[config.mk]
export PLATFORM = sky130hd
export DESIGN_NAME = fft_frame_arbiter_flat
export DESIGN_NICKNAME = d
export VERILOG_FILES = /design/src/rtl/fft_frame_arbiter_if.sv /design/src/rtl/fft_frame_arbiter.sv /design/src/flat_wrapper.sv
export SDC_FILE = /design/constraint.sdc
export NUM_CORES = 1
export LEC_CHECK = 0
export ABC_AREA = 0
export CORE_MARGIN = 1
export CORE_UTILIZATION = 38
export CTS_BUF_LIST = sky130_fd_sc_hd__clkbuf_8
export DETAILED_ROUTE_END_ITERATION = 16
export PLACE_DENSITY = 0.89
export SYNTH_ARGS = -nofsm -noshare
export SYNTH_HDL_FRONTEND = slang
export SYNTH_SLANG_ARGS = --single-unit
[constraint.sdc]
create_clock -name clk -period 1.98 [get_ports clk]
set_clock_uncertainty 0.1 [all_clocks]
set_input_delay 0.396 -clock clk [delete_from_list [all_inputs] [get_ports clk]]
set_output_delay 0.396 -clock clk [all_outputs]
set_load 0.02 [all_outputs]
[src/rtl/fft_frame_arbiter_if.sv]
// Bundles the requester, FFT-facing and result-facing signals of fft_frame_arbiter.
// The arbiter uses the slave modport; the environment (requesters + FFT core) uses master.
interface fft_frame_arbiter_if #(
    parameter int unsigned NUM_REQ    = 4,
    parameter int unsigned DATA_WIDTH = 16,
    parameter int unsigned ADDR_WIDTH = 9
);
    logic [NUM_REQ-1:0]            req;
    logic [NUM_REQ-1:0]            grant;
    logic [NUM_REQ*DATA_WIDTH-1:0] src_real;
    logic [NUM_REQ*DATA_WIDTH-1:0] src_imag;
    logic [NUM_REQ-1:0]            src_valid;
    logic [NUM_REQ-1:0]            src_ready;
    logic                          fft_start;
    logic [DATA_WIDTH-1:0]         fft_in_real;
    logic [DATA_WIDTH-1:0]         fft_in_imag;
    logic [ADDR_WIDTH-1:0]         fft_in_addr;
    logic                          fft_in_valid;
    logic                          fft_busy;
    logic                          fft_done;
    logic [DATA_WIDTH-1:0]         fft_out_real;
    logic [DATA_WIDTH-1:0]         fft_out_imag;
    logic [ADDR_WIDTH-1:0]         fft_out_addr;
    logic                          fft_out_valid;
    logic [DATA_WIDTH-1:0]         res_real;
    logic [DATA_WIDTH-1:0]         res_imag;
    logic [ADDR_WIDTH-1:0]         res_addr;
    logic [NUM_REQ-1:0]            res_valid;
    logic [NUM_REQ-1:0]            frame_done;
    logic                          err_timeout;
    logic [2:0]                    err_id;

    modport master (
        output req, src_real, src_imag, src_valid, fft_busy, fft_done,
               fft_out_real, fft_out_imag, fft_out_addr, fft_out_valid,
        input  grant, src_ready, fft_start, fft_in_real, fft_in_imag, fft_in_addr,
               fft_in_valid, res_real, res_imag, res_addr, res_valid, frame_done,
               err_timeout, err_id
    );

    modport slave (
        input  req, src_real, src_imag, src_valid, fft_busy, fft_done,
               fft_out_real, fft_out_imag, fft_out_addr, fft_out_valid,
        output grant, src_ready, fft_start, fft_in_real, fft_in_imag, fft_in_addr,
               fft_in_valid, res_real, res_imag, res_addr, res_valid, frame_done,
               err_timeout, err_id
    );
endinterface

[src/rtl/fft_frame_arbiter.sv]
// Round-robin arbiter sharing one FFT core among NUM_REQ frame requesters: loads the owner's
// frame, watches the compute phase with a timeout, and forwards result beats back to the owner.
module fft_frame_arbiter #(
    parameter int unsigned NUM_REQ     = 4,
    parameter int unsigned DATA_WIDTH  = 16,
    parameter int unsigned FFT_SIZE    = 512,
    parameter int unsigned TIMEOUT_CYC = 8192
) (
    input logic                clk,
    input logic                rst,
    fft_frame_arbiter_if.slave bus_io
);
    localparam int unsigned AddrWidth = 9;
    localparam int unsigned CycWidth  = $clog2(TIMEOUT_CYC);
    localparam logic [AddrWidth-1:0] LastBeat = AddrWidth'(FFT_SIZE - 1);
    localparam logic [CycWidth-1:0]  LastCyc  = CycWidth'(TIMEOUT_CYC - 1);

    typedef enum logic [2:0] {StArb, StStart, StLoad, StCompute, StDrain} state_e;

    state_e                state_q, state_d;
    logic [2:0]            owner_q, owner_d, last_owner_q, last_owner_d;
    logic [AddrWidth-1:0]  beat_cnt_q, beat_cnt_d;
    logic [CycWidth-1:0]   cyc_cnt_q, cyc_cnt_d;
    logic [NUM_REQ-1:0]    grant_q, grant_d, src_ready_q, src_ready_d;
    logic [NUM_REQ-1:0]    res_valid_q, res_valid_d, frame_done_q, frame_done_d;
    logic                  fft_start_q, fft_start_d, fft_in_valid_q, fft_in_valid_d;
    logic                  err_timeout_q, err_timeout_d;
    logic [2:0]            err_id_q, err_id_d;
    logic [DATA_WIDTH-1:0] fft_in_real_q, fft_in_real_d, fft_in_imag_q, fft_in_imag_d;
    logic [DATA_WIDTH-1:0] res_real_q, res_real_d, res_imag_q, res_imag_d;
    logic [AddrWidth-1:0]  fft_in_addr_q, fft_in_addr_d, res_addr_q, res_addr_d;

    logic [NUM_REQ-1:0]    owner_oh;
    logic [DATA_WIDTH-1:0] owner_real, owner_imag;
    logic                  beat_accept;
    logic [2:0]            rr_winner;
    logic                  rr_found;

    assign owner_oh    = NUM_REQ'(1) << owner_q;
    assign owner_real  = DATA_WIDTH'(bus_io.src_real >> (32'(owner_q) * DATA_WIDTH));
    assign owner_imag  = DATA_WIDTH'(bus_io.src_imag >> (32'(owner_q) * DATA_WIDTH));
    assign beat_accept = |(bus_io.src_valid & src_ready_q & owner_oh);

    // Search starts just past the previous owner so every requester gets a turn.
    always_comb begin
        logic [NUM_REQ-1:0] req_sh;
        int unsigned        idx;
        rr_winner = '0;
        rr_found  = 1'b0;
        req_sh    = '0;
        idx       = 0;
        for (int unsigned i = 1; i <= NUM_REQ; i++) begin
            idx    = (32'(last_owner_q) + i) % NUM_REQ;
            req_sh = bus_io.req >> idx;
            if (!rr_found && req_sh[0]) begin
                rr_found  = 1'b1;
                rr_winner = 3'(idx);
            end
        end
    end

    always_comb begin
        state_d        = state_q;
        owner_d        = owner_q;
        last_owner_d   = last_owner_q;
        beat_cnt_d     = beat_cnt_q;
        cyc_cnt_d      = cyc_cnt_q;
        grant_d        = grant_q;
        src_ready_d    = src_ready_q;
        fft_start_d    = 1'b0;
        fft_in_valid_d = 1'b0;
        fft_in_addr_d  = fft_in_addr_q;
        fft_in_real_d  = fft_in_real_q;
        fft_in_imag_d  = fft_in_imag_q;
        res_valid_d    = '0;
        res_real_d     = res_real_q;
        res_imag_d     = res_imag_q;
        res_addr_d     = res_addr_q;
        frame_done_d   = '0;
        err_timeout_d  = 1'b0;
        err_id_d       = err_id_q;

        if ((state_q == StCompute || state_q == StDrain) && bus_io.fft_out_valid) begin
            res_valid_d = owner_oh;
            res_real_d  = bus_io.fft_out_real;
            res_imag_d  = bus_io.fft_out_imag;
            res_addr_d  = bus_io.fft_out_addr;
        end

        unique case (state_q)
            StArb: begin
                if (!bus_io.fft_busy && rr_found) begin
                    owner_d     = rr_winner;
                    grant_d     = NUM_REQ'(1) << rr_winner;
                    fft_start_d = 1'b1;
                    state_d     = StStart;
                end
            end
            StStart: begin
                beat_cnt_d  = '0;
                src_ready_d = owner_oh;
                state_d     = StLoad;
            end
            StLoad: begin
                if (beat_accept) begin
                    fft_in_valid_d = 1'b1;
                    fft_in_addr_d  = beat_cnt_q;
                    fft_in_real_d  = owner_real;
                    fft_in_imag_d  = owner_imag;
                    beat_cnt_d     = beat_cnt_q + AddrWidth'(1);
                    if (beat_cnt_q == LastBeat) begin
                        src_ready_d = '0;
                        cyc_cnt_d   = '0;
                        state_d     = StCompute;
                    end
                end
            end
            StCompute: begin
                if (bus_io.fft_done) begin
                    state_d = StDrain;
                end else if (cyc_cnt_q == LastCyc) begin
                    err_timeout_d = 1'b1;
                    err_id_d      = owner_q;
                    grant_d       = '0;
                    last_owner_d  = owner_q;
                    state_d       = StArb;
                end else begin
                    cyc_cnt_d = cyc_cnt_q + CycWidth'(1);
                end
            end
            StDrain: begin
                if (!bus_io.fft_out_valid) begin
                    frame_done_d = owner_oh;
                    grant_d      = '0;
                    last_owner_d = owner_q;
                    state_d      = StArb;
                end
            end
            default: state_d = StArb;
        endcase
    end

    always_ff @(posedge clk) begin
        if (rst) begin
            state_q        <= StArb;
            owner_q        <= '0;
            last_owner_q   <= 3'(NUM_REQ - 1);
            beat_cnt_q     <= '0;
            cyc_cnt_q      <= '0;
            grant_q        <= '0;
            src_ready_q    <= '0;
            fft_start_q    <= 1'b0;
            fft_in_valid_q <= 1'b0;
            fft_in_addr_q  <= '0;
            fft_in_real_q  <= '0;
            fft_in_imag_q  <= '0;
            res_valid_q    <= '0;
            res_real_q     <= '0;
            res_imag_q     <= '0;
            res_addr_q     <= '0;
            frame_done_q   <= '0;
            err_timeout_q  <= 1'b0;
            err_id_q       <= '0;
        end else begin
            state_q        <= state_d;
            owner_q        <= owner_d;
            last_owner_q   <= last_owner_d;
            beat_cnt_q     <= beat_cnt_d;
            cyc_cnt_q      <= cyc_cnt_d;
            grant_q        <= grant_d;
            src_ready_q    <= src_ready_d;
            fft_start_q    <= fft_start_d;
            fft_in_valid_q <= fft_in_valid_d;
            fft_in_addr_q  <= fft_in_addr_d;
            fft_in_real_q  <= fft_in_real_d;
            fft_in_imag_q  <= fft_in_imag_d;
            res_valid_q    <= res_valid_d;
            res_real_q     <= res_real_d;
            res_imag_q     <= res_imag_d;
            res_addr_q     <= res_addr_d;
            frame_done_q   <= frame_done_d;
            err_timeout_q  <= err_timeout_d;
            err_id_q       <= err_id_d;
        end
    end

    assign bus_io.grant        = grant_q;
    assign bus_io.src_ready    = src_ready_q;
    assign bus_io.fft_start    = fft_start_q;
    assign bus_io.fft_in_valid = fft_in_valid_q;
    assign bus_io.fft_in_addr  = fft_in_addr_q;
    assign bus_io.fft_in_real  = fft_in_real_q;
    assign bus_io.fft_in_imag  = fft_in_imag_q;
    assign bus_io.res_valid    = res_valid_q;
    assign bus_io.res_real     = res_real_q;
    assign bus_io.res_imag     = res_imag_q;
    assign bus_io.res_addr     = res_addr_q;
    assign bus_io.frame_done   = frame_done_q;
    assign bus_io.err_timeout  = err_timeout_q;
    assign bus_io.err_id       = err_id_q;
endmodule
[src/flat_wrapper.sv]
// flat-port wrapper written by rule: the top's interface ports become plain ports
module fft_frame_arbiter_flat 
#(
    parameter int unsigned NUM_REQ     = 4,
    parameter int unsigned DATA_WIDTH  = 16,
    parameter int unsigned FFT_SIZE    = 512,
    parameter int unsigned TIMEOUT_CYC = 8192
)
  (clk, rst, bus_io_req, bus_io_src_real, bus_io_src_imag, bus_io_src_valid, bus_io_fft_busy, bus_io_fft_done, bus_io_fft_out_real, bus_io_fft_out_imag, bus_io_fft_out_addr, bus_io_fft_out_valid, bus_io_grant, bus_io_src_ready, bus_io_fft_start, bus_io_fft_in_real, bus_io_fft_in_imag, bus_io_fft_in_addr, bus_io_fft_in_valid, bus_io_res_real, bus_io_res_imag, bus_io_res_addr, bus_io_res_valid, bus_io_frame_done, bus_io_err_timeout, bus_io_err_id);
  fft_frame_arbiter_if #(.NUM_REQ(NUM_REQ), .DATA_WIDTH(DATA_WIDTH)) bus_io_i ();
  input logic clk;
  input logic rst;
  input wire logic [$bits(bus_io_i.req)-1:0] bus_io_req;
  input wire logic [$bits(bus_io_i.src_real)-1:0] bus_io_src_real;
  input wire logic [$bits(bus_io_i.src_imag)-1:0] bus_io_src_imag;
  input wire logic [$bits(bus_io_i.src_valid)-1:0] bus_io_src_valid;
  input wire logic [$bits(bus_io_i.fft_busy)-1:0] bus_io_fft_busy;
  input wire logic [$bits(bus_io_i.fft_done)-1:0] bus_io_fft_done;
  input wire logic [$bits(bus_io_i.fft_out_real)-1:0] bus_io_fft_out_real;
  input wire logic [$bits(bus_io_i.fft_out_imag)-1:0] bus_io_fft_out_imag;
  input wire logic [$bits(bus_io_i.fft_out_addr)-1:0] bus_io_fft_out_addr;
  input wire logic [$bits(bus_io_i.fft_out_valid)-1:0] bus_io_fft_out_valid;
  output wire logic [$bits(bus_io_i.grant)-1:0] bus_io_grant;
  output wire logic [$bits(bus_io_i.src_ready)-1:0] bus_io_src_ready;
  output wire logic [$bits(bus_io_i.fft_start)-1:0] bus_io_fft_start;
  output wire logic [$bits(bus_io_i.fft_in_real)-1:0] bus_io_fft_in_real;
  output wire logic [$bits(bus_io_i.fft_in_imag)-1:0] bus_io_fft_in_imag;
  output wire logic [$bits(bus_io_i.fft_in_addr)-1:0] bus_io_fft_in_addr;
  output wire logic [$bits(bus_io_i.fft_in_valid)-1:0] bus_io_fft_in_valid;
  output wire logic [$bits(bus_io_i.res_real)-1:0] bus_io_res_real;
  output wire logic [$bits(bus_io_i.res_imag)-1:0] bus_io_res_imag;
  output wire logic [$bits(bus_io_i.res_addr)-1:0] bus_io_res_addr;
  output wire logic [$bits(bus_io_i.res_valid)-1:0] bus_io_res_valid;
  output wire logic [$bits(bus_io_i.frame_done)-1:0] bus_io_frame_done;
  output wire logic [$bits(bus_io_i.err_timeout)-1:0] bus_io_err_timeout;
  output wire logic [$bits(bus_io_i.err_id)-1:0] bus_io_err_id;
  assign bus_io_i.req = bus_io_req;
  assign bus_io_i.src_real = bus_io_src_real;
  assign bus_io_i.src_imag = bus_io_src_imag;
  assign bus_io_i.src_valid = bus_io_src_valid;
  assign bus_io_i.fft_busy = bus_io_fft_busy;
  assign bus_io_i.fft_done = bus_io_fft_done;
  assign bus_io_i.fft_out_real = bus_io_fft_out_real;
  assign bus_io_i.fft_out_imag = bus_io_fft_out_imag;
  assign bus_io_i.fft_out_addr = bus_io_fft_out_addr;
  assign bus_io_i.fft_out_valid = bus_io_fft_out_valid;
  assign bus_io_grant = bus_io_i.grant;
  assign bus_io_src_ready = bus_io_i.src_ready;
  assign bus_io_fft_start = bus_io_i.fft_start;
  assign bus_io_fft_in_real = bus_io_i.fft_in_real;
  assign bus_io_fft_in_imag = bus_io_i.fft_in_imag;
  assign bus_io_fft_in_addr = bus_io_i.fft_in_addr;
  assign bus_io_fft_in_valid = bus_io_i.fft_in_valid;
  assign bus_io_res_real = bus_io_i.res_real;
  assign bus_io_res_imag = bus_io_i.res_imag;
  assign bus_io_res_addr = bus_io_i.res_addr;
  assign bus_io_res_valid = bus_io_i.res_valid;
  assign bus_io_frame_done = bus_io_i.frame_done;
  assign bus_io_err_timeout = bus_io_i.err_timeout;
  assign bus_io_err_id = bus_io_i.err_id;
  fft_frame_arbiter #(.NUM_REQ(NUM_REQ), .DATA_WIDTH(DATA_WIDTH), .FFT_SIZE(FFT_SIZE), .TIMEOUT_CYC(TIMEOUT_CYC)) u_core (.clk(clk), .rst(rst), .bus_io(bus_io_i));
endmodule
# Word-level counts from Yosys, hierarchy flattened
# Cells that the tools add are included.
dict set report word_totals {
  inputBits 182
  regBits 134
  output_inout_bits 104
  elab_cells 122
}
dict set report classes {
  shifts 8
  n_reduce_logical 30
  eq_ne 14
  addsub 6
  n_mux 37
  n_bitwise 8
}
# op n
set op_table {}
lappend op_table {{64-bit by 7-bit right shift with 16-bit output} 2}
lappend op_table {{13-bit 2-to-1 mux} 4}
lappend op_table {{3-bit 2-to-1 mux} 9}
lappend op_table {{13-bit case mux with 2 select lines} 1}
lappend op_table {{4-bit 2-to-1 mux} 6}
lappend op_table {{9-bit case mux with 2 select lines} 1}
lappend op_table {{4-bit by 2-bit right shift with 1-bit output} 4}
lappend op_table {{3-bit case mux with 5 select lines} 1}
lappend op_table {{5-bit AND reduction} 3}
lappend op_table {{13-bit by 1-bit adder with 13-bit output (second input constant)} 1}
lappend op_table {{13-bit equality test (second input constant)} 1}
lappend op_table {{4-bit case mux with 3 select lines} 1}
lappend op_table {{9-bit by 1-bit adder with 9-bit output (second input constant)} 1}
lappend op_table {{9-bit equality test (second input constant)} 1}
lappend op_table {{9-bit 2-to-1 mux} 1}
lappend op_table {{4-bit bitwise AND} 2}
lappend op_table {{2-bit 2-to-1 mux} 4}
lappend op_table {{2-bit != test (second input constant)} 4}
lappend op_table {{4-bit case mux with 2 select lines} 1}
lappend op_table {{1-bit by 3-bit left shift with 4-bit output (first input constant)} 2}
lappend op_table {{1-bit 2-to-1 mux} 7}
lappend op_table {{3-bit by 2-bit equality test with 1-bit output (second input constant)} 2}
lappend op_table {{2-bit by 1-bit != test with 1-bit output (second input constant)} 3}
lappend op_table {{1-bit inverter} 6}
lappend op_table {{other kinds (18)} 35}

# Depth between registers and ports, before layout
# Gate-level depths: netlist of run 1.
dict set report logic_depth {
  word_depth 15
  mapped_depth 8
  ltp_nobuf 8
}

# Least setup slack after synthesis of run 1
# Ideal clock, no wire load.
dict set report synth_path {
  path_type {flip-flop to flip-flop}
  start {register u_core.beat_cnt_q[0]}
  end {register u_core.cyc_cnt_q[11]}
  required_ns 1.814
  path_stages_with_launch 9
  setup_slack_ns 0.004
  path_buffers 1
  setup_ns 0.066
  period_less_slack_ns 1.976
  t_arrival_ns 1.810
  cell_sequence {dfxtp_1 > ha_1 > nand3_1 > nor2_1 > ha_1 > a31oi_4 > buf_6 > or4_4 > a21oi_2}
}
dict set report synth_via {
  elab_chain_cells 3
}
# item line_no
set synth_lines {}
lappend synth_lines {{start, declared} fft_frame_arbiter.sv:22} ;# logic [AddrWidth-1:0] beat_cnt_q, beat_cnt_d;
lappend synth_lines {{start signal, assigned} fft_frame_arbiter.sv:168} ;# beat_cnt_q <= beat_cnt_d;
lappend synth_lines {{9-bit equality test} fft_frame_arbiter.sv:111} ;# if (beat_cnt_q == LastBeat) begin
lappend synth_lines {{2-bit by 1-bit != test with 1-bit output (no source line)} -}
lappend synth_lines {{5-bit AND reduction (no source line)} -}
lappend synth_lines {{end signal, assigned} fft_frame_arbiter.sv:169} ;# cyc_cnt_q <= cyc_cnt_d;
lappend synth_lines {{end, declared} fft_frame_arbiter.sv:23} ;# logic [CycWidth-1:0] cyc_cnt_q, cyc_cnt_d;
# No other way between the ends.
# A chain may end at the register's enable or synchronous reset.

# Worst setup path after layout of run 1
dict set report layout_path {
  start {input port bus_io_src_valid[3]}
  end {register u_core.src_ready_q[1] (netlist: u_core.bus_io.src_ready[1])}
}
dict set report layout_via {
  elab_chain_cells 5
}
# item line_no
set layout_lines {}
lappend layout_lines {{start, declared} flat_wrapper.sv:16} ;# input wire logic [$bits(bus_io_i.src_valid)-1:0] bus_io_src_valid;
lappend layout_lines {{4-bit bitwise AND (2 in a row)} fft_frame_arbiter.sv:42} ;# assign beat_accept = |(bus_io.src_valid & src_ready_q & owner_oh);
lappend layout_lines {{4-bit OR reduction} fft_frame_arbiter.sv:42}
lappend layout_lines {{2-bit by 1-bit != test with 1-bit output (no source line)} -}
lappend layout_lines {{3-bit AND reduction (no source line)} -}
lappend layout_lines {{end signal, assigned} fft_frame_arbiter.sv:171} ;# src_ready_q <= src_ready_d;
lappend layout_lines {{end, declared} fft_frame_arbiter.sv:24} ;# logic [NUM_REQ-1:0] grant_q, grant_d, src_ready_q, src_ready_d;
# No other way between the ends.

==> flow_summary.toml, run 1 <==
[placement]
port_buffers = 284
post-place-ws_ns = -0.445
place.detailed.hpwl_microns = 14400
gp_congestion = 0.844
placed_area_sq_um = 9280

[yosys]
yosysWarnings = 0
netlist_instances = 667
ys_seq_elements = 132
ys_seq_area_share_pct = 44.9
synth_enable_flop_cells = 0
syn_area_sq_um = 5890
synth.avg_cell_area_sq_um = 8.83
synth_fp_nets = 852
synth_cell_types = 53
synth-async-reset-ratio_pct = 0
ys.flop_type = "dfxtp_1"

[clocking]
cts_made_buffers = 17
path_clk_slew_ns = 0.08
cts_tree = "yes"
root_buffer = "clkbuf_8"
clockBufferDepth = 2
worstSkewPairLatency_ns = 0.44
cts_sinks = 132
cts_max_level = 4

[global_route]
gr-total-overflow = 0
grt_max_degree = 42
grt_pass1_vias = 5863
antenna_found_initial = 0
grt_usage_pct = 23.2
grt_pass1_wl_microns = 28900

[sta]
setup_viol = 0
timing.final.crit_share_pct = 99.2
worst_slack_ns = 0.0156
max_slew_margin_pct = 63.6
whs_ns = 0.236
finalHoldViolations = 0
worstMarginPinSlew_ns = 0.545
fmax_mhz = 509
drv_slew = 0
period_needed_ns = 1.96

[floorplan]
io-pin-count = 286
rows = 45
dieWidth_microns = 126
fp.dieH_microns = 126
initial_core_util_pct = 38.9
core-area_sq_um = 15100
dieArea_sq_um = 16000

[power_and_ir_drop]
p_leak_nw = 3.52
total_power_mw = 5.98
ir_drop_mv = 0.423
cellPowerDensity_nw_per_um2 = 609

[worst_setup_path]
path_class = "input pin to flop"
crit_fanout = 7
crit_path_start_kind = "input pin"
crit_path_end_kind = "flop"
required_ns = 2.26
arrival_ns = 2.24

[finish]
final_cell_mix = "clkdlybuf4s50_1, nand2_1, dfxtp_1"
drive_gt1_share_pct = 15.3
area_delta_synth_final_pct = 66.5
n_fill_cell = 1231
antenna_cells = 0
postLayoutCellArea_sq_um = 9810
final_common_cell = "clkdlybuf4s50_1"
final_nets = 1166
postLayoutCoreUtil_pct = 64.7

[detailed_routing]
first_pass_iters = 5
num_vias = 6097
detail_route.wirelength_microns = 19100
drc_errors = 0
vias_per_cell = 5.16
drt_iter0_drc = 313
antenna_left = 0
wl_per_cell_microns = 16.1

[min_path]
hold_class = "input pin to flop"

[job]
maxCapViolCount = 0

[outcome]
status = "completed"
routing by layer:
layer	global-route usage [%]	wire length, microns	part of all wire (%)	vias to the layer above
li1	-	-	-	2955
met1	24.2	7260	38	2844
met2	41.7	9640	51	256
met3	8.18	1590	8.4	42
met4	10.9	570	3.0	0
met5	0	0	0	-
cells in the mapped netlist (2+ instances only):
cell	count	share of area (%)
a211o_1	2	0.30
a21o_1	2	0.25
a21oi_1	105	8.9
a31oi_1	2	0.21
and2_1	6	0.64
and3_1	4	0.42
and4_1	2	0.30
buf_2	18	1.5
buf_6	2	0.38
clkbuf_1	26	1.7
dfxtp_1	132	45
ha_1	3	0.64
inv_1	6	0.38
mux2i_1	3	0.51
mux4_2	34	13
nand2_1	187	12
nand2b_1	2	0.21
nand3_1	16	1.4
nand4_1	3	0.32
nor2_1	34	2.2
nor2_2	2	0.21
nor2b_1	2	0.21
nor3_1	7	0.59
nor4_1	6	0.64
o211ai_1	2	0.25
o21ai_0	9	0.76
o22ai_1	2	0.21
o2bb2ai_1	4	0.59
o31ai_1	6	0.76
or2_2	3	0.32
or4_1	6	0.76
xnor2_1	5	0.74
xor2_1	4	0.59
area by class of cell:
class | instances | area, sq um | share of cell area [%]
clock buffer | 17 | 234 | 2.39
sequential | 132 | 2650 | 27.0
tap | 188 | 235 | 2.40
inverter | 7 | 31.3 | 0.319
multi-input combinational | 480 | 3060 | 31.2
timing repair buffer | 343 | 3420 | 34.9
clock inverter | 15 | 181 | 1.85
state kept, by name, summed over array words and instances, names as in the netlist, 9 cells and up:
name	flops
u_core.cyc_cnt_q	13
u_core.beat_cnt_q	9
u_core.bus_io.res_real	16
u_core.bus_io.fft_in_addr	9
u_core.bus_io.fft_in_real	16
u_core.bus_io.fft_in_imag	16
u_core.bus_io.res_imag	16
u_core.bus_io.res_addr	9
logic make-up after synthesis:
logic type / synth area share (%)
AOI/OAI and AO/OA: 13.7
xor gates and xnor gates: 1.34
adders and majority gates: 0.637
buffers and inverters: 4.29
DFF: 44.9
muxes: 13.5
other: 0.0637
and+or+nand+nor: 21.6
worst max-delay path: stages:
cell and delay (ns):
clkdlybuf4s50_1 0.42, and2_1 0.16, mux4_2 0.51, buf_4 0.18
a21oi_2 0.17, buf_4 0.16, o21ai_0 0.10, a21oi_1 0.14
power by group:
part | switching (mW) | internal [mW]
clock network | 1.12 | 1.26
registers | 0.0232 | 2.68
logic | 0.329 | 0.569
per-stage QoR:
step	std cells	setup TNS, ns
floorplan	667	0
global placement	1147	-19.24
detailed placement	1147	-21.87
CTS	1179	0
global route	1182	-0.0621
finish	1182	0
what timing repair did:
item | 4_1_cts | 5_1_grt
hold buffers | 0 | 0
setup buffers | 0 | 2
setup endpoints to repair | 10 | 21
gates resized for setup | 7 | 17
pin swaps | 0 | 11
gates cloned | 0 | 1
path summary, 6_finish.rpt:
path	endpoint	slack, ns	cells after the start	from
max	u_core.bus_io.src_ready[1]	0.02	8	bus_io_src_valid[3]
min	u_core.owner_q[1]	0.24	2	rst
max reg2reg	u_core.cyc_cnt_q[7]	0.05	7	u_core.cyc_cnt_q[0]
min reg2reg	u_core.bus_io.fft_in_imag[13]	0.35	2	u_core.bus_io.fft_in_imag[13]
(Power assumes the default switching activity.)
==> run 2, diff against run 1 <==
Settings changed: CORE_MARGIN 1 to unset, PLACE_DENSITY 0.89 to 0.79.
==> run 2 against run 1 <==
Effect of this change:
- sequential cell count unchanged
- setup slack about the same
- core utilization up 0.22 points
- global-route usage up 0.20 points
- critical path type is now flop to flop
- via count down 2.0%
- routed wire length down 0.58%
==> flow_summary.toml, run 2 (same netlist as run 1, synthesis figures left out) <==
[global_route]
grt_max_degree = 42
grt_pass1_vias = 5770
antenna_found_initial = 1
gr-total-overflow = 0
grt_usage_pct = 23.4
grt_pass1_wl_microns = 29200

[finish]
drive_gt1_share_pct = 15.4
final_common_cell = "clkdlybuf4s50_1"
final_cell_mix = "clkdlybuf4s50_1, nand2_1, dfxtp_1"
n_fill_cell = 1234
postLayoutCoreUtil_pct = 65.0
area_delta_synth_final_pct = 67.1
final_nets = 1165
fin_cells = 1182

[clocking]
cts_made_buffers = 17
path_clk_slew_ns = 0.08
postCtsHoldBufs = 0
cts_sinks = 132
cts_tree = "yes"
root_buffer = "clkbuf_8"
worstSkewPairLatency_ns = 0.45
clockBufferDepth = 2
cts_max_level = 4

[placement]
gp_congestion = 0.807
port_buffers = 284
placedCellCount = 1145
place.detailed.hpwl_microns = 14100

[floorplan]
io-pin-count = 286
rows = 45
initial_core_util_pct = 38.9
dieWidth_microns = 126
dieArea_sq_um = 16000
core-area_sq_um = 15100
fp.dieH_microns = 126

[sta]
tns_ns = 0
fmax_mhz = 509
max_slew_margin_pct = 64.4
rsz0062_at_grt = "true"
setup_viol = 0
drv_slew = 0
period_needed_ns = 1.96
finalHoldViolations = 0
timing.final.crit_share_pct = 99.2
worstMarginPinSlew_ns = 0.534

[worst_setup_path]
path_class = "flop to flop"
crit_path_end_kind = "flop"
r2r_cells = 7
required_ns = 2.26
cp_num_buf_inv = 1
critPathTopFamily = "simple AND/OR/NAND/NOR gates"
r2r_end = "u_core.cyc_cnt_q[10]"
r2r_slack_ns = 0.02
arrival_ns = 2.25
critical-path-max-stage-delay_ns = 0.53
slowest_stage = "or4_1"
r2r_start = "u_core.cyc_cnt_q[0]"
crit_fanout = 7
path_cells = "ha_4 -> and4_1 -> nand4bb_1 -> nor2_2 -> buf_6 -> or4_1 -> a21oi_2"
crit_path_start_kind = "flop"

[detailed_routing]
drc_errors = 0
drt_iter0_drc = 232
first_pass_iters = 4
vias_per_cell = 5.05
detail_route.wirelength_microns = 19000
wl_per_cell_microns = 16.0
num_vias = 5974
antenna_left = 0

[min_path]
min-delay-start = "rst"
min_to = "u_core.state_q[2]"
hold_class = "input pin to flop"
holdPathStages = 2

[power_and_ir_drop]
ir_drop_mv = 0.566
p_leak_nw = 3.59
cellPowerDensity_nw_per_um2 = 634

[outcome]
status = "completed"

[job]
maxCapViolCount = 0
==> run 2: area by class of cell <==
type	instances	area (sq um)	area share [%]
multi-input cells	480	3050	31.0
clock buffers	19	262	2.66
clock inverters	13	205	2.09
repair buffers	342	3400	34.6
well taps	188	235	2.39
diodes	1	2.50	0.0254
flip-flops and latches	132	2650	27.0
inverters	7	33.8	0.343
==> run 2: stage by stage <==
stage	instance area, sq um	total power [mW]	hold WS [ns]	setup slack [ns]
6_report	9840	6.24	0.221	0.0157
5_1_grt	9840	6.48	0.227	-0.0667
4_1_cts	9700	6.29	0.192	0.00580
3_5_place_dp	9240	3.66	0.346	-0.382
3_3_place_gp	9240	3.65	0.340	-0.350
2_1_floorplan	5890	3.13	0.329	0.00420
==> run 2: how the worst max path moves through the flow <==
stage                                 startpoint                     to  depth (start not counted)  slack [ns]
detailed placement           bus_io_src_valid[2]    u_core.cyc_cnt_q[6]                          7       -0.38
global placement             bus_io_src_valid[2]   u_core.cyc_cnt_q[11]                          7       -0.35
global route                u_core.beat_cnt_q[0]   u_core.cyc_cnt_q[10]                          8       -0.07
floorplan                   u_core.beat_cnt_q[0]   u_core.cyc_cnt_q[11]                          8       0.004
CTS                 u_core.bus_io.fft_in_imag[7]  bus_io_fft_in_imag[7]                          1       0.006
finish                       u_core.cyc_cnt_q[0]   u_core.cyc_cnt_q[10]                          7        0.02
==> run 2: routing by layer <==
metal / GRT usage, % / vias up / part of all wire [%]
li1: - / 2950 / -
met1: 25.7 / 2764 / 39
met2: 40.7 / 231 / 50
met3: 8.90 / 29 / 9.3
met4: 9.50 / 0 / 2.3
met5: 0 / - / 0
==> run 2: where the power goes <==
group | switching [mW] | leakage (nW) | internal (mW)
sequential | 0.0239 | 1.07 | 2.68
clock | 1.08 | 0.222 | 1.56
combinational | 0.322 | 2.30 | 0.567
total | 1.43 | 3.59 | 4.81
==> run 2: repair_timing <==
item,in CTS,in global routing
pin swaps,0,9
setup endpoints to repair,6,22
resized for setup,6,30
cloned,0,2
buffers inserted,0,2
==> patch, RTL diff (flow settings as in run 1) <==
Make the reset (`rst`) asynchronous in one clocked block.
--- a/src/rtl/fft_frame_arbiter.sv
+++ b/src/rtl/fft_frame_arbiter.sv
@@ -141,5 +141,5 @@
     end
 
-    always_ff @(posedge clk) begin
+    always_ff @(posedge clk or posedge rst) begin
         if (rst) begin
             state_q        <= StArb;
Check against the original RTL: differs if rst is asserted again (counterexample within 4 cycles, from zero or initial values and one cycle with rst high); with rst held inactive, the same outputs for 4 cycles.
==> patch against run 1 <==
Synthesized area up 6.9%. Final area up 3.9%. Critical path type unchanged. Sequential cell count unchanged. Global-route usage down 1.4 points. Wire length up 2.4%. Die area up 6.8%. Setup slack worse by 15 ps.
Power is not compared: it rests on default switching activity, and its combinational part moved more than twofold at a synthesized area within 25%.
==> patch: results (changes against run 1) <==
* Status: finished, final reports clean
* Synth Warn # at 0 (unchanged)
* Clock latency on the worst-skew pair at 450 ps
* Setup crit start: bus_io_src_valid[3]
* DR iter-0 viols at 213 (-32%)
* M1 WL at 7300 um (+0.56%)
* Post-synthesis adder-cell area fraction at 0.00596 (-0.000414)
* Root Buffer Master: clkbuf_8
* Final HPWL DP at 14700 um (+2.3%)
* Met2 wire len at 10400 um (+8.1%)
* Share of cells above drive strength 1 at 0.270 (+0.117)
* XOR/XNOR share of the synthesized area at 0.00139 (-0.0120)
* Routed vias/inst at 5.20 (+0.78%)
* Total sequential power at 4.43 mW
* Compound-gate portion of the synthesized area at 0.0660 (-0.0709)
* Sequential area share after synthesis at 0.525 (+0.0761)
* Setup Fix Bufs, Post-CTS at 0 (unchanged)
* Synth unique cells at 50 (-5.7%)
* Async S/R FF share, synth at 1.00 (+1.00)
* Drt pass-1 iters at 4 (-1)
* Largest net degree at the start of global routing at 80 (+90%)
* Max VDD drop at 966 uV
* Final #Nets at 968 (-17%)
* Average wire per standard cell at 19.3 um (+20%)
* Met3 WL post-DR at 1540 um (-3.3%)
* Gr usage total at 0.218 (-0.0140)
* Routability Congestion at 0.791 (-6.3%)
* Number of global-route vias before repair at 5447 (-7.1%)
* CTS H-tree depth at 4 (unchanged)
* Syn Nets at 647 (-24%)
* Top FF cell, synth: dfrtp_1
* Top cells by count, synth: dfrtp_1, mux2_2, mux4_2, nand2_1, nor2_1
* Combinational share of power at 0.521
* Reg2reg start: u_core.owner_q[1]
* Input/output buffers at 284 (unchanged)
* Initial antenna violation count at 0 (unchanged)
* Number of buffers created by CTS at 17 (unchanged)
* Net Sw Frac at 0.368
* Crit-path slowest cell: mux4_2
* Arr. time, crit path at 2200 ps (-40 ps)
* Mux contribution to synthesized area at 0.285 (+0.150)
* Top layer in use: met4
* P_leak at 4.46 nW
* Least-Margin Pin Slew at 621 ps (+75.4 ps)
* Crit Path Max Fanout at 26 (+19)
* Hold WC Path Type: primary input to asynchronous set/reset pin
* First-pass GRT wire length at 27800 um (-3.7%)
* Area contributors post-synth: dfrtp_1, mux2_2, mux4_2, o31ai_1, nand2_1
* Placement Cell Area at 0.00970 mm2 (+4.6%)
* Crit path largest cell delay at 530 ps (+20 ps)
* Clock Path Buffers at 2 (unchanged)
* Crit-path leading delay family: multiplexers
* Clock transition at path regs at 90 ps
==> patch: cell types whose count changed in the layout (fill, tap and decap cells not counted), sizes merged, moves of 14 or more <==
cell           before  now
buf                59   44
mux2                0   86
dfrtp               0  130
clkdlybuf4s50     274  254
a21oi             106   16
dfxtp             132    0
nand2             187   23
dlymetal6s2s        5   19
nor2               36   18
==> patch: final cells by class <==
cell class	count	area [um2]
diodes	1	2.50
clock buffers	17	234
clock inverters	15	180
fillers	1183	5870
inverters	7	30.0
multi-input cells	297	2880
flip-flops and latches	132	3310
well taps	216	270
repair buffers	328	3290
==> patch: stage by stage <==
stage / total power, mW / worst slack (ps) / std cells / setup TNS [ps]
2_1_floorplan: 8.52 / -152 / 462 / -19970
3_3_place_gp: 11.7 / -413 / 980 / -23920
3_5_place_dp: 12.0 / -459 / 980 / -27180
4_1_cts: 14.4 / 5.52 / 1012 / 0
5_1_grt: 15.0 / -9.95 / 1012 / -25.2
6_report: 14.2 / 1.05 / 1013 / 0
==> patch: what timing repair did <==
item | 4_1_cts | 5_1_grt
hold buffers | 0 | 0
resized for setup | 11 | 31
endpoints found under the setup margin | 11 | 43
pin swaps | 0 | 4
endpoints found under the hold margin | 0 | 0
==> patch: routing by layer <==
metal,up-vias,global-route usage
li1,2379,-
met1,2661,0.240
met2,205,0.402
met3,21,0.0643
met4,0,0.0703
met5,-,0
==> patch: final timing paths <==
path,to,cells past startpoint,slack (ps)
min in group clk,u_core.bus_io.fft_in_addr[1],1,390
max,u_core.bus_io.fft_in_real[4],6,1
max in group asynchronous,u_core.last_owner_q[1],3,1080
max reg2reg,u_core.bus_io.fft_in_real[4],4,30
min,u_core.bus_io.fft_in_imag[6],3,310
min reg2reg,u_core.bus_io.fft_in_addr[1],1,390
